**src/rtl/muldiv_unit_pkg.sv**
```systemverilog
// muldiv_unit_pkg
//   Shared constants for the multiply/divide unit: the default word width and
//   the MDOp operation codes driven by the execute stage, plus small decode
//   helpers used by the unit itself.
package muldiv_unit_pkg;

   localparam int MD_WORD_WIDTH = 32;

   // MDOp codes, shared with the execute-stage decoder.
   localparam logic [2:0] MD_NOP   = 3'b000;
   localparam logic [2:0] MD_MULT  = 3'b001;
   localparam logic [2:0] MD_MULTU = 3'b010;
   localparam logic [2:0] MD_DIV   = 3'b011;
   localparam logic [2:0] MD_DIVU  = 3'b100;
   localparam logic [2:0] MD_MTHI  = 3'b101;
   localparam logic [2:0] MD_MTLO  = 3'b110;

   // True for the four multi-cycle operations.
   function automatic logic md_is_muldiv(input logic [2:0] op);
      return (op == MD_MULT) || (op == MD_MULTU) || (op == MD_DIV) || (op == MD_DIVU);
   endfunction

   // True for the divide operations (signed or unsigned).
   function automatic logic md_is_div(input logic [2:0] op);
      return (op == MD_DIV) || (op == MD_DIVU);
   endfunction

   // True for the operations that work on two's-complement operands.
   function automatic logic md_is_signed(input logic [2:0] op);
      return (op == MD_MULT) || (op == MD_DIV);
   endfunction

endpackage

```
**src/rtl/muldiv_unit_step.sv**
```systemverilog
// muldiv_unit_step
//   One radix-2 iteration of the multiply/divide datapath, purely combinational.
//   The 2*WORD_WIDTH accumulator is shared by both operations:
//     multiply: acc = {partial product high, multiplier (shifting out LSB-first)}
//     divide:   acc = {partial remainder, dividend/quotient (shifting MSB-first)}
// Ports:
//   is_div_i  select restoring-divide step (1) or shift-add multiply step (0)
//   acc_i     current accumulator
//   opnd_i    multiplicand (multiply) or divisor (divide)
//   acc_o     accumulator after this step
module muldiv_unit_step
   import muldiv_unit_pkg::*;
#(
   parameter int WORD_WIDTH = MD_WORD_WIDTH
) (
   input  logic                    is_div_i,
   input  logic [2*WORD_WIDTH-1:0] acc_i,
   input  logic [WORD_WIDTH-1:0]   opnd_i,
   output logic [2*WORD_WIDTH-1:0] acc_o
);

   logic [WORD_WIDTH-1:0] addend;
   logic [WORD_WIDTH:0]   sum;
   logic [WORD_WIDTH:0]   shifted;
   logic                  fits;
   logic [WORD_WIDTH-1:0] rem_sub;

   always_comb begin
      // Multiply: add the multiplicand into the high half when the current
      // multiplier bit is set; the carry becomes the new top bit after the shift.
      addend = acc_i[0] ? opnd_i : '0;
      sum    = {1'b0, acc_i[2*WORD_WIDTH-1:WORD_WIDTH]} + {1'b0, addend};

      // Divide: bring the next dividend bit into the remainder, then subtract
      // if the divisor fits. The difference is always < divisor, so it fits
      // back into WORD_WIDTH bits.
      shifted = {acc_i[2*WORD_WIDTH-1:WORD_WIDTH], acc_i[WORD_WIDTH-1]};
      fits    = (shifted >= {1'b0, opnd_i});
      rem_sub = shifted[WORD_WIDTH-1:0] - opnd_i;

      if (is_div_i) begin
         if (fits) begin
            acc_o = {rem_sub, acc_i[WORD_WIDTH-2:0], 1'b1};
         end else begin
            acc_o = {shifted[WORD_WIDTH-1:0], acc_i[WORD_WIDTH-2:0], 1'b0};
         end
      end else begin
         acc_o = {sum, acc_i[WORD_WIDTH-1:1]};
      end
   end

endmodule

```
**src/rtl/muldiv_unit.sv**
```systemverilog
// muldiv_unit
//   Multi-cycle multiply/divide unit holding the architectural HI/LO registers.
//   MULT/MULTU/DIV/DIVU run as sign-magnitude radix-2 iterations (one per
//   cycle, WORD_WIDTH cycles) followed by a sign-fix cycle; MTHI/MTLO write
//   HI/LO in a single cycle without going busy.
//
//   Issue handshake: the requester presents start with MDOp/inA/inB; a request
//   is taken on a rising edge only if busy=0 and cancel=0 in that cycle. While
//   busy=1 the requester must hold off; start is ignored. Completion is a
//   one-cycle done pulse in the same cycle hi/lo show the new result and busy
//   has already dropped, so the next request may be issued in that cycle.
//
// Ports:
//   clk, rst_n   rising-edge clock, asynchronous active-low reset
//   start        issue request (sampled only when busy=0)
//   MDOp         operation code (see muldiv_unit_pkg)
//   inA, inB     rs / rt operands
//   cancel       flush: aborts an in-flight op, blocks an issue in IDLE
//   busy         operation in progress
//   done         one-cycle pulse when hi/lo take a mult/div result
//   hi, lo       HI / LO registers
//   dbg_state_o  FSM state (0=IDLE, 1=CALC, 2=FIX)
module muldiv_unit
   import muldiv_unit_pkg::*;
#(
   parameter int WORD_WIDTH = MD_WORD_WIDTH
) (
   input  logic                  clk,
   input  logic                  rst_n,
   input  logic                  start,
   input  logic [2:0]            MDOp,
   input  logic [WORD_WIDTH-1:0] inA,
   input  logic [WORD_WIDTH-1:0] inB,
   input  logic                  cancel,
   output logic                  busy,
   output logic                  done,
   output logic [WORD_WIDTH-1:0] hi,
   output logic [WORD_WIDTH-1:0] lo,
   output logic [1:0]            dbg_state_o
);

   localparam int            CW        = $clog2(WORD_WIDTH);
   localparam logic [CW-1:0] LAST_STEP = CW'(WORD_WIDTH - 1);

   typedef enum logic [1:0] {
      S_IDLE = 2'd0,
      S_CALC = 2'd1,
      S_FIX  = 2'd2
   } state_e;

   state_e                  state_q, state_d;
   logic [CW-1:0]           cnt_q, cnt_d;
   logic [2*WORD_WIDTH-1:0] acc_q, acc_d;
   logic [WORD_WIDTH-1:0]   opnd_q, opnd_d;
   logic [WORD_WIDTH-1:0]   hi_q, hi_d;
   logic [WORD_WIDTH-1:0]   lo_q, lo_d;
   logic                    is_div_q, is_div_d;
   logic                    neg_q, neg_d;          // product / quotient sign
   logic                    neg_rem_q, neg_rem_d;  // remainder sign = sign(inA)
   logic                    div0_q, div0_d;
   logic                    done_q, done_d;

   logic                    op_signed, op_div, a_neg, b_neg;
   logic [WORD_WIDTH-1:0]   abs_a, abs_b;
   logic [WORD_WIDTH-1:0]   quo, rem;
   logic [2*WORD_WIDTH-1:0] prod_fix;
   logic [2*WORD_WIDTH-1:0] acc_step;

   muldiv_unit_step #(.WORD_WIDTH(WORD_WIDTH)) u_step (
      .is_div_i (is_div_q),
      .acc_i    (acc_q),
      .opnd_i   (opnd_q),
      .acc_o    (acc_step)
   );

   assign op_signed = md_is_signed(MDOp);
   assign op_div    = md_is_div(MDOp);
   assign a_neg     = op_signed & inA[WORD_WIDTH-1];
   assign b_neg     = op_signed & inB[WORD_WIDTH-1];
   // The most negative value negates to itself, which read as unsigned is
   // exactly its magnitude.
   assign abs_a     = a_neg ? -inA : inA;
   assign abs_b     = b_neg ? -inB : inB;

   assign quo       = acc_q[WORD_WIDTH-1:0];
   assign rem       = acc_q[2*WORD_WIDTH-1:WORD_WIDTH];
   assign prod_fix  = neg_q ? -acc_q : acc_q;

   always_comb begin
      state_d   = state_q;
      cnt_d     = cnt_q;
      acc_d     = acc_q;
      opnd_d    = opnd_q;
      hi_d      = hi_q;
      lo_d      = lo_q;
      is_div_d  = is_div_q;
      neg_d     = neg_q;
      neg_rem_d = neg_rem_q;
      div0_d    = div0_q;
      done_d    = 1'b0;

      case (state_q)
         S_IDLE: begin
            if (start && !cancel) begin
               if (md_is_muldiv(MDOp)) begin
                  state_d   = S_CALC;
                  cnt_d     = '0;
                  is_div_d  = op_div;
                  neg_d     = a_neg ^ b_neg;
                  neg_rem_d = a_neg;
                  div0_d    = op_div & (inB == '0);
                  opnd_d    = op_div ? abs_b : abs_a;
                  acc_d     = {{WORD_WIDTH{1'b0}}, (op_div ? abs_a : abs_b)};
               end else if (MDOp == MD_MTHI) begin
                  hi_d = inA;
               end else if (MDOp == MD_MTLO) begin
                  lo_d = inA;
               end
            end
         end

         S_CALC: begin
            if (cancel) begin
               state_d = S_IDLE;
            end else begin
               acc_d = acc_step;
               cnt_d = cnt_q + 1'b1;
               if (cnt_q == LAST_STEP) begin
                  state_d = S_FIX;
               end
            end
         end

         S_FIX: begin
            state_d = S_IDLE;
            if (!cancel) begin
               done_d = 1'b1;
               if (is_div_q) begin
                  // Divide by zero leaves quotient all-ones and remainder equal
                  // to |inA|; restoring the dividend's sign on the remainder
                  // returns the original inA, and the quotient is not fixed.
                  lo_d = div0_q ? '1 : (neg_q ? -quo : quo);
                  hi_d = neg_rem_q ? -rem : rem;
               end else begin
                  hi_d = prod_fix[2*WORD_WIDTH-1:WORD_WIDTH];
                  lo_d = prod_fix[WORD_WIDTH-1:0];
               end
            end
         end

         default: begin
            state_d = S_IDLE;
         end
      endcase
   end

   always_ff @(posedge clk or negedge rst_n) begin
      if (!rst_n) begin
         state_q   <= S_IDLE;
         cnt_q     <= '0;
         acc_q     <= '0;
         opnd_q    <= '0;
         hi_q      <= '0;
         lo_q      <= '0;
         is_div_q  <= 1'b0;
         neg_q     <= 1'b0;
         neg_rem_q <= 1'b0;
         div0_q    <= 1'b0;
         done_q    <= 1'b0;
      end else begin
         state_q   <= state_d;
         cnt_q     <= cnt_d;
         acc_q     <= acc_d;
         opnd_q    <= opnd_d;
         hi_q      <= hi_d;
         lo_q      <= lo_d;
         is_div_q  <= is_div_d;
         neg_q     <= neg_d;
         neg_rem_q <= neg_rem_d;
         div0_q    <= div0_d;
         done_q    <= done_d;
      end
   end

   assign busy        = (state_q != S_IDLE);
   assign done        = done_q;
   assign hi          = hi_q;
   assign lo          = lo_q;
   assign dbg_state_o = state_q;

endmodule

```
**config.mk**
```make
export PLATFORM = sky130hd
export DESIGN_NAME = muldiv_unit
export DESIGN_NICKNAME = d
export VERILOG_FILES = /design/src/rtl/muldiv_unit_pkg.sv /design/src/rtl/muldiv_unit_step.sv /design/src/rtl/muldiv_unit.sv
export SDC_FILE = /design/constraint.sdc
export NUM_CORES = 1
export LEC_CHECK = 0
export CORE_MARGIN = 1.5
export CORE_UTILIZATION = 30
export CTS_BUF_LIST = sky130_fd_sc_hd__clkbuf_8
export DETAILED_ROUTE_END_ITERATION = 7
export GPL_TIMING_DRIVEN = 1
export SYNTH_ARGS = -nofsm -noshare
export SYNTH_HDL_FRONTEND = slang
export SYNTH_SLANG_ARGS = --single-unit
```
**constraint.sdc**
```tcl
create_clock -name clk -period 9.8 [get_ports clk]
set_input_delay 2.94 -clock clk [delete_from_list [all_inputs] [get_ports clk]]
set_output_delay 2.94 -clock clk [all_outputs]
set_load 0.01 [all_outputs]
```
==> impl_metrics.json <==
{
  "clk_latency_ns": 0.50,
  "yosys-top-cells-count": "nand2_1, o21ai_0, nor2_1",
  "p_comb_frac": 0.644,
  "yosys.area.top_type": "dfrtp_1",
  "hold_violations": 0,
  "seqPwrFrac": 0.269,
  "drc": 0,
  "whs_path_depth": 2,
  "drtIter0Drc": 1651,
  "num_vias": 15684,
  "grt_overflow": 0,
  "antenna_found_initial": 1,
  "cts_tree": "built",
  "wire_per_inst_um": 21.8,
  "cp-end-kind": "register",
  "clockBufferDepth": 2,
  "p_sw_uw": 2870,
  "critPathRequiredTime_ns": 10.21,
  "finalCritPeriodShare": 0.607,
  "ys_seq_area_frac": 0.284,
  "area_delta_synth_final_pct": 15.0,
  "postCtsResizedCells": 0,
  "avgSynthCellArea_um2": 7.58,
  "hpwl_mm": 46.0,
  "syn_inst": 2001,
  "reg2reg_setup_slack_ns": 4.93,
  "place_congestion": 0.941,
  "clk_pin_slew_worst_paths_ns": 0.10,
  "setup_viol": 0,
  "powerDensity_nw_per_um2": 319,
  "viasPerCell": 5.75,
  "grtUsageTotal": 0.221,
  "synth.most_common_cell": "nand2_1",
  "grt_pass1_wl_mm": 89.7,
  "first_pass_iters": 6,
  "fin_crit_ns": 5.95,
  "drive_gt1_frac": 0.0438,
  "status": "complete, no violations",
  "antenna_left": 0,
  "start_kind": "primary input",
  "intPower_uw": 2690,
  "crit_family": "simple AND/OR/NAND/NOR gates",
  "worstPathCellList": "clkdlybuf4s50_1, nor2_1, xnor2_1, a21oi_1, or3_2, buf_4, nor2_4, buf_4, nand2_1, o22a_1, o21ai_0",
  "fp.coreArea_um2": 50100,
  "tns_ns": 0,
  "ys_ff_latch": 172,
  "rows": 82,
  "maxSlewViolCount": 0,
  "vdd_drop_max_v": 0.000162,
  "io_pins": 139,
  "cts_setup_buffers": 0,
  "holdPathEnd": "hi[3]",
  "die_y_um": 228,
  "fmax_mhz": 168,
  "synth_cell_types": 68,
  "synth_edf_count": 0,
  "htree_levels": 4,
  "max_stage_delay_ns": 0.65,
  "worst_slew_pin_slew_ns": 1.24,
  "synth_top_area_share": 0.284,
  "syn_nets": 2144,
  "fill_cells": 5284,
  "cts_hold_buf": 0,
  "rr_startpoint": "acc_q[56]",
  "critPathKind": "in -> reg",
  "maxSlewHeadroom": 0.176,
  "hold_class": "reg -> reg",
  "hold_ws_ns": 0.484,
  "synthFlopType": "dfrtp_1",
  "nets": 2187,
  "fp.dieArea_um2": 51900,
  "grt_max_degree": 69,
  "die_w_um": 228,
  "holdCritStartpoint": "hi[3]",
  "clkPwrFrac": 0.087,
  "synth_warnings": 0,
  "root_buffer": "clkbuf_8",
  "cts_made_buffers": 17,
  "rsz0062_at_grt": "no",
  "switching_share": 0.516,
  "diodes": 0,
  "synth_area_um2": 15200,
  "cp_slowest_cell": "or3_2",
  "portBuffers": 138,
  "drt-total-wl_mm": 59.5,
  "power_leakage_uw": 0.00723,
  "cp_common_cell": "buf_4",
  "fin_skew_ns": 0.0246,
  "r2r_end": "acc_q[35]",
  "async_flop_share": 1.00,
  "synth_area_leaders": "dfrtp_1, o21ai_0, nand2_1",
  "reg2reg_depth": 12,
  "first_global_vias": 14629,
  "cp_num_buf_inv": 3,
  "critical_path_arrival_ns": 6.36,
  "critPathMaxFanout": 33,
  "floorplan.initialDensity": 0.303,
  "max-cap-violations": 0,
  "post-route-util": 0.348,
  "clock-sinks": 172
}
-- tightest hold or removal path, cell delays in order (launching register included) --
cell	delay (ns)
dfrtp_1	0.35
nand2_1	0.04
o21ai_0	0.06
-- per-stage QoR --
| stage | cell area [µm²] | total power [µW] | instances | worst slack [ns] |
|---|---|---|---|---|
| after global routing | 17400 | 5950 | 2729 | 3.59 |
| after CTS | 17400 | 5500 | 2729 | 3.85 |
| final | 17400 | 5560 | 2729 | 3.85 |
| after global placement | 17100 | 4970 | 2697 | 3.39 |
| after detailed placement | 17100 | 5010 | 2697 | 3.35 |
| after floorplan | 15200 | 3780 | 2001 | 4.44 |
-- logic make-up after synthesis --
| group | Yosys count | share of synthesized area |
|---|---|---|
| multiplexers | 60 | 0.0400 |
| XOR/XNOR | 168 | 0.0970 |
| flip-flops | 172 | 0.284 |
| AND/OR/NAND/NOR | 680 | 0.205 |
| AO/OA/AOI/OAI | 649 | 0.264 |
| buffers and inverters | 200 | 0.0500 |
| adder cells (fa/ha/maj) | 72 | 0.0604 |
-- how the worst max path moves through the flow --
stage,depth (start not counted),start,to,slack (ns)
6_report,11,MDOp[0],opnd_q[31],3.85
3_3_place_gp,11,MDOp[0],opnd_q[31],3.39
3_5_place_dp,10,MDOp[2],opnd_q[31],3.35
4_1_cts,10,MDOp[2],opnd_q[31],3.85
5_1_grt,9,inA[3],acc_q[25],3.59
2_1_floorplan,9,inA[2],acc_q[25],4.44
-- metal layers --
metal	GRT usage	up-vias	share of wire
li1	-	7300	-
met1	0.317	7571	0.45
met2	0.341	708	0.44
met3	0.0248	103	0.076
met4	0.0824	2	0.036
met5	0	-	0.00018
-- power by group through the flow --
stage	Clock, µW	Sequential, µW	Combinational, µW
3_3_place_gp	0	1480	3480
5_1_grt	513	1530	3910
6_report	486	1500	3580
2_1_floorplan	0	1330	2450
3_5_place_dp	0	1490	3520
4_1_cts	488	1480	3540
-- cells in the final DEF (no fill, tap or decap), types with 34 or more instances in the layout --
master | Yosys | layout
ha_1 | 70 | 70
nand2_1 | 249 | 249
a21o_1 | 34 | 34
o21ai_0 | 216 | 215
inv_1 | 62 | 65
nand3_1 | 43 | 43
mux2i_1 | 55 | 55
dfrtp_1 | 172 | 171
clkdlybuf4s50_1 | 0 | 137
xor2_1 | 75 | 75
nor3_1 | 50 | 50
nor2_1 | 189 | 187
a21oi_1 | 151 | 151
xnor2_1 | 93 | 93
-- layout make-up --
type | instances | area, µm² | area share
Multi-Input combinational cell | 1629 | 10200 | 0.582
Sequential cell | 172 | 4310 | 0.247
Timing Repair Buffer | 162 | 1560 | 0.0896
Tap cell | 672 | 841 | 0.0482
Clock buffer | 18 | 248 | 0.0142
Inverter | 62 | 233 | 0.0133
Clock inverter | 14 | 98.8 | 0.00567
-- state kept, by name (all words and copies together), names as in the netlist --
signal       flops
neg_q            1
lo              32
div0_q           1
neg_rem_q        1
done             1
hi              32
dbg_state_o      2
acc_q           64
cnt_q            5
is_div_q         1
opnd_q          32
Note: power is estimated with default switching activity, not from simulation.
